`src/rtl/counter_down_pkg.sv`:
```
// Shared types for the loadable down-counter/timer.
// Holds the FSM state enum and its width.
package counter_down_pkg;

  localparam int STATE_W = 2;

  typedef enum logic [STATE_W-1:0] {
    IDLE = 2'd0,
    RUN  = 2'd1,
    DONE = 2'd2
  } state_t;

endpackage

```
`src/rtl/counter_down_prescaler.sv`:
```
// Tick prescaler: one tick every PRESCALE enabled clocks.
// Ports: clk, rst (sync, high), clr, en, tick.
`ifdef COUNTER_DOWN_PRESCALE_EN
module counter_down_prescaler #(
  parameter int PRESCALE = 4
) (
  input  logic clk,
  input  logic rst,
  input  logic clr,
  input  logic en,
  output logic tick
);

  localparam int CW =
    (PRESCALE > 1) ? $clog2(PRESCALE) : 1;
  localparam logic [CW-1:0] LAST =
    CW'(PRESCALE - 1);

  logic [CW-1:0] cnt;

  always_ff @(posedge clk) begin
    if (rst || clr) begin
      cnt <= '0;
    end else if (en) begin
      cnt <= (cnt == LAST) ? '0 : cnt + 1'b1;
    end
  end

  // A cleared cycle never ticks.
  assign tick = en && !clr && (cnt == LAST);

endmodule
`endif

```
`src/rtl/counter_down_load.sv`:
```
// Loadable down-counter/timer, one-shot or periodic.
// Ports: clk, rst, load, data, start, stop, auto_reload -> count, tc, busy.
// Macro COUNTER_DOWN_PRESCALE_EN: tick every PRESCALE clocks.
module counter_down_load
  import counter_down_pkg::*;
#(
  parameter int WIDTH    = 8,
  parameter int PRESCALE = 4
) (
  input  logic             clk,
  input  logic             rst,
  input  logic             load,
  input  logic [WIDTH-1:0] data,
  input  logic             start,
  input  logic             stop,
  input  logic             auto_reload,
  output logic [WIDTH-1:0] count,
  output logic             tc,
  output logic             busy
);

  if (PRESCALE < 1) begin : g_bad_prescale
    $error("PRESCALE must be >= 1");
  end

  state_t           state, state_n;
  logic [WIDTH-1:0] reload_reg, reload_n;
  logic [WIDTH-1:0] count_n;
  logic             tc_n;
  logic             tick;

`ifdef COUNTER_DOWN_PRESCALE_EN
  counter_down_prescaler #(
    .PRESCALE(PRESCALE)
  ) u_prescaler (
    .clk (clk),
    .rst (rst),
    .clr (load | start | stop),
    .en  (state == RUN),
    .tick(tick)
  );
`else
  assign tick = 1'b1;
`endif

  always_comb begin
    state_n  = state;
    count_n  = count;
    reload_n = reload_reg;
    tc_n     = 1'b0;
    if (load) begin
      count_n  = data;
      reload_n = data;
      state_n  = start ? RUN : IDLE;
    end else if (stop) begin
      if (state == RUN) state_n = IDLE;
    end else if (start && state != RUN) begin
      case (state)
        IDLE: begin
          // Nothing left to count: finish at once.
          if (count == '0) begin
            state_n = DONE;
            tc_n    = 1'b1;
          end else begin
            state_n = RUN;
          end
        end
        DONE: begin
          count_n = reload_reg;
          state_n = RUN;
        end
        default: ;
      endcase
    end else if (state == RUN && tick) begin
      // count of 0 in RUN only arises with a
      // zero reload; treat it as terminal too.
      if (count > WIDTH'(1)) begin
        count_n = count - 1'b1;
      end else begin
        tc_n = 1'b1;
        if (auto_reload) begin
          count_n = reload_reg;
        end else begin
          count_n = '0;
          state_n = DONE;
        end
      end
    end
  end

  always_ff @(posedge clk) begin
    if (rst) begin
      state      <= IDLE;
      count      <= '0;
      reload_reg <= '0;
      tc         <= 1'b0;
      busy       <= 1'b0;
    end else begin
      state      <= state_n;
      count      <= count_n;
      reload_reg <= reload_n;
      tc         <= tc_n;
      busy       <= (state_n == RUN);
    end
  end

endmodule

```
`config.mk`:
```
export PLATFORM = sky130hd
export DESIGN_NAME = counter_down_load
export DESIGN_NICKNAME = d
export VERILOG_FILES = /design/src/rtl/counter_down_pkg.sv /design/src/rtl/counter_down_prescaler.sv /design/src/rtl/counter_down_load.sv
export SDC_FILE = /design/constraint.sdc
export NUM_CORES = 1
export LEC_CHECK = 0
export CORE_ASPECT_RATIO = 1.4
export CORE_UTILIZATION = 55
export CTS_BUF_LIST = sky130_fd_sc_hd__clkbuf_4 sky130_fd_sc_hd__clkbuf_8
export DETAILED_ROUTE_END_ITERATION = 10
export GPL_ROUTABILITY_DRIVEN = 0
export PLACE_DENSITY = 0.84
export SLEW_MARGIN = 20
export SYNTH_ARGS = -nofsm -noshare
export SYNTH_HDL_FRONTEND = slang
export SYNTH_SLANG_ARGS = --single-unit
```
`constraint.sdc`:
```
create_clock -name clk -period 3.46 [get_ports clk]
set_clock_uncertainty 0.15 [all_clocks]
set_input_delay 0.692 -clock clk [delete_from_list [all_inputs] [get_ports clk]]
set_output_delay 0.692 -clock clk [all_outputs]
set_load 0.01 [all_outputs]
```
# == Yosys cells after proc, flatten, opt, wreduce, memory -nomap -nowiden ==
# Index checks and enable logic that the tools add are counted.
# op_classes
addsub,1
magnitude_cmp,1
n_eq_ne,6
n_mux,22
reduce_logical,6
# op_table
operator,count
8-bit 2-to-1 mux,7
2-bit 2-to-1 mux,8
"8-bit by 1-bit greater-than comparator with 1-bit output, second input constant",1
8-bit zero test,1
"8-bit by 1-bit subtractor with 8-bit output, second input constant",1
1-bit 2-to-1 mux,6
"2-bit by 1-bit equality test with 1-bit output, second input constant",2
2-bit case mux with 2 select lines,1
"3-bit by 2-bit != test with 1-bit output, second input constant",1
3-bit AND reduction,1
3-bit nonzero test,1
3-bit OR reduction,1
"2-bit equality test, second input constant",1
2-bit zero test,1
"2-bit by 1-bit != test with 1-bit output, second input constant",1
"2-bit != test, second input constant",1
1-bit logical AND,1
# totals
reg_bits,20
out_inout_bits,10

# == Depth between registers and ports, before layout ==
# depth
depth_word,7
mapped_depth,7

# == Least setup slack after synthesis ==
# Ideal clock, no wire load.
# synth_path
path_kind,register -> register
start,reg count[0]
end,reg count[1]
t_arrival_ns,1.752
required_time_ns,3.167
setup_slack_ns,1.415
stages_incl_launch_ff,8
path_buffers,0
path_cell_list,dfxtp_1 -> inv_1 -> ha_1 -> nor2_1 -> or3_4 -> and2_4 -> a221oi_2 -> a221oi_2
# synth_via
elab_chain_len,6
word_cells_on_any_way,7
cone_classes,add/sub (1); order compare (1); mux (5)
# synth_lines
item,line_no,text
start: declaration,counter_down_load.sv:17,"output logic [WIDTH-1:0] count,"
start signal: assignment,counter_down_load.sv:100,count <= count_n;
8-bit by 1-bit subtractor with 8-bit output / 8-bit by 1-bit greater-than comparator with 1-bit output (equally long branches),"counter_down_load.sv:78, counter_down_load.sv:77",
8-bit 2-to-1 mux *,counter_down_load.sv:77,if (count > WIDTH'(1)) begin
8-bit 2-to-1 mux *,counter_down_load.sv:74,end else if (state == RUN && tick) begin
8-bit 2-to-1 mux *,counter_down_load.sv:57,end else if (start && state != RUN) begin
8-bit 2-to-1 mux *,counter_down_load.sv:55,end else if (stop) begin
8-bit 2-to-1 mux *,counter_down_load.sv:51,if (load) begin
# Mark *: on every way between the ends. The rest lies on a longest branch, timed or not. The select of a mux whose other input is x is not followed.
# A chain may end at the register's enable or synchronous reset.

# == Worst setup path in the final report ==
# layout_path
start,in load
end,reg busy
# layout_via
elab_chain_len,2
# layout_lines
item,line_no,text
start: declaration,counter_down_load.sv:12,"input logic load,"
2-bit 2-to-1 mux,counter_down_load.sv:51,
2-bit by 1-bit equality test with 1-bit output,counter_down_load.sv:103,busy <= (state_n == RUN);
end signal: assignment,counter_down_load.sv:103,
end: declaration,counter_down_load.sv:19,output logic busy
# Every way passes these cells.

==> summary.md <==
| Metric | Value |
|---|---|
| Outcome | `finished clean` |
| Net Switching | `0.000194 W` |
| Post-synthesis cell area | `0.00124 mm2` |
| Static leakage power | `0.584 nW` |
| Cell taking the most area after synthesis | `dfxtp_1` |
| Hold wc startpoint | `reload_reg[7]` |
| # DRC | `0` |
| Maximum clock rate | `0.423 GHz` |
| Yosys reg bits | `20` |
| Routed wire length | `2820 um` |
| Core Util, Final | `0.715` |
| CTS tree | `done` |
| Power share of the combinational group | `0.333` |
| Seq pwr share | `0.439` |
| Sequential-to-total area share from yosys stat | `0.322` |
| Sw frac | `0.322` |
| Yosys top cell area share | `0.322` |
| Synth top area cells | `dfxtp_1 (32%), a221oi_2 (12%), mux2i_1 (8.0%)` |
| Die area | `0.00246 mm2` |
| Slew margin rel. | `0.689` |
| IO Pins | `24` |
| Initial antenna violation count | `0` |
| Arr. time, crit path | `2.43 ns` |
| Pint | `0.000410 W` |
| Fraction of registers with async set/reset | `0` |
| Post-Synthesis Cells | `136` |
| CP max-delay cell | `clkdlybuf4s50_1` |
| GR Overflow Total | `0` |
| Hold-fix buffers, CTS | `0` |
| CTS Buffer Depth | `2` |
| Setup bufs post-CTS | `0` |
| Max-Cap Viols | `0` |
| Avg Inst Size Synth | `9.15 um2` |
| Worst Setup Start Kind | `primary input` |
| Top delay family on crit path | `buffers and inverters` |
| 1st-pass router iterations | `4` |
| Number of setup violations in the final report | `0` |
| Post-synth EDFFs | `0` |
| Max H-tree Level | `1` |
| Vias per cell | `6.26` |
| Layout area overhead | `23.5%` |
| Syn Nets | `153` |
| Layout cells sized above 1 | `0.150` |
| Part of the power in the clock network | `0.228` |
| Antenna Cells | `0` |
| Vias in the first global route | `1032` |
| Netlist cell types | `39` |
| Hold path endpoint | `count[7]` |
| Worst Max-Slew Pin Slew | `0.465 ns` |
| Worst Path Buf+Inv | `2` |
| Worst Path Max Fanout | `19` |
| Worst R2R Setup Slack | `1.17 ns` |
| RSZ-0062 raised after global routing | `false` |
| Clk_lat worst skew | `0.31 ns` |
| Die Height | `58.3 um` |
| Std-Cell Rows | `20` |
| CP Capture Type | `register` |
| Final hold violation count | `0` |
| Iter 0 DRT Violations | `34` |
| Initial cell density of the core | `0.578` |
| Clock Sinks | `20` |
| First-pass GRT wire length | `4530 um` |
| Port bufs | `23` |
| Num CTS Buffers | `3` |
| Gr usage total | `0.242` |
| Power Dens Cells | `393 mW/mm2` |
| Total power | `0.000604 W` |
| Setup CP Type | `primary input to register` |
| Crit path time final | `2.36 ns` |
| Worst hold path class | `register to register` |
| Largest net degree at the start of global routing | `20` |
| Hold path cells | `2` |
| CTS Root Buffer Type | `clkbuf_4` |
| Fin Setup TNS | `0 ns` |
| # resized after CTS | `0` |
| Final slew viol count | `0` |
| Core area | `0.00215 mm2` |
| R2R cell count | `7` |
| Top_reg_cell synth | `dfxtp_1` |
| Clock-pin slew on the worst setup and hold paths | `0.11 ns` |
| Required @ worst endpoint | `3.53 ns` |
| Final Net Count | `178` |
| Capturing point of the worst reg2reg path | `count[3]` |
| Top-count cell post-synth | `dfxtp_1` |
| Vias | `1140` |
| WL/cell | `15.5 um` |
| Top post-synthesis cells by count | `dfxtp_1 (20), nor2_1 (14), a221oi_2 (10), inv_1 (10), mux2i_1 (10)` |
| Tcrit/Tclk final | `0.683` |
| Die width | `42.2 um` |
| Max stage delay on crit path | `0.76 ns` |
| RR Startpoint | `count[0]` |
| Antenna Nets Post-Route | `0` |
| Yosys warns | `0` |
| Crit path cell chain | `clkdlybuf4s50_1 -> buf_4 -> nor2b_1 -> o21ai_0 -> a31o_1 -> o22ai_1 -> and2_1` |
| DP HPWL | `2110 um` |
| VDD IR max | `0.418 mV` |
## worst min-delay path, stage by stage (launching register included)
cell,delay (ns)
dfxtp_1,0.34
nand2_1,0.06
a311oi_1,0.07
## area by class of cell
type	count	area, um2
clock buffer	4	36.3
multi-input combinational	100	783
timing repair buffer	26	253
tap	22	27.5
inverter	10	37.5
fill	180	614
sequential	20	400
## kinds of logic (layout without fill, tap and decap cells)
| kind of cell | Yosys count | in the layout | synth area share |
|---|---|---|---|
| adder cells (fa/ha/maj) | 3 | 3 | 0.0302 |
| XOR/XNOR | 3 | 3 | 0.0211 |
| buffers and inverters | 16 | 40 | 0.0492 |
| flip-flops | 20 | 20 | 0.322 |
| AND/OR/NAND/NOR | 48 | 48 | 0.227 |
| AO/OA/AOI/OAI | 36 | 36 | 0.270 |
| multiplexers | 10 | 10 | 0.0804 |
## through the flow
stage	area [um2]	hold slack [ns]	std cells	setup WS [ns]
after floorplan	1240	0.311	136	1.42
after global placement	1500	0.325	178	0.867
after detailed placement	1500	0.339	178	0.770
after CTS	1540	0.362	182	1.10
after global routing	1540	0.385	182	0.991
final	1540	0.362	182	1.10
## metal layers
| layer | vias to the layer above | global-route usage | routed length, um |
|---|---|---|---|
| met4 | 0 | 0.116 | 57 |
| met5 | - | 0 | 0 |
| met3 | 7 | 0.0276 | 94 |
| met2 | 33 | 0.444 | 1480 |
| met1 | 545 | 0.276 | 1190 |
| li1 | 555 | - | - |
## placed cells by master (no fill, tap or decap), types with 2 or more instances in the layout
master / Yosys / routed
inv_1: 10 / 10
nand3b_1: 6 / 6
xnor2_1: 2 / 2
nand3_1: 4 / 4
a21boi_0: 2 / 2
clkdlybuf4s50_1: 0 / 23
buf_4: 0 / 3
nor2b_1: 3 / 3
ha_1: 3 / 3
nor3_1: 4 / 4
or3_4: 3 / 3
nor2_1: 14 / 14
mux2i_1: 10 / 10
dfxtp_1: 20 / 20
and4_1: 2 / 2
a221oi_2: 10 / 10
a21oi_1: 7 / 7
o22ai_1: 2 / 2
o21ai_0: 3 / 3
clkbuf_4: 0 / 3
nand2_1: 4 / 4
a32oi_1: 2 / 2
nand2b_1: 2 / 2
a31o_1: 2 / 2
## power groups by stage
stage	sequential [W]	combinational (W)	clock, W
4_1_cts	0.000265	0.000201	0.000141
3_3_place_gp	0.000269	0.000195	0
6_report	0.000265	0.000201	0.000137
3_5_place_dp	0.000270	0.000199	0
5_1_grt	0.000268	0.000218	0.000151
2_1_floorplan	0.000271	0.000131	0
## how the worst max path moves through the flow
stage	end	from	cells past startpoint
floorplan	count[1]	count[0]	7
global placement	busy	load	7
detailed placement	busy	load	7
CTS	busy	load	7
global route	busy	load	7
finish	busy	load	7
(Power assumes the default switching activity.)
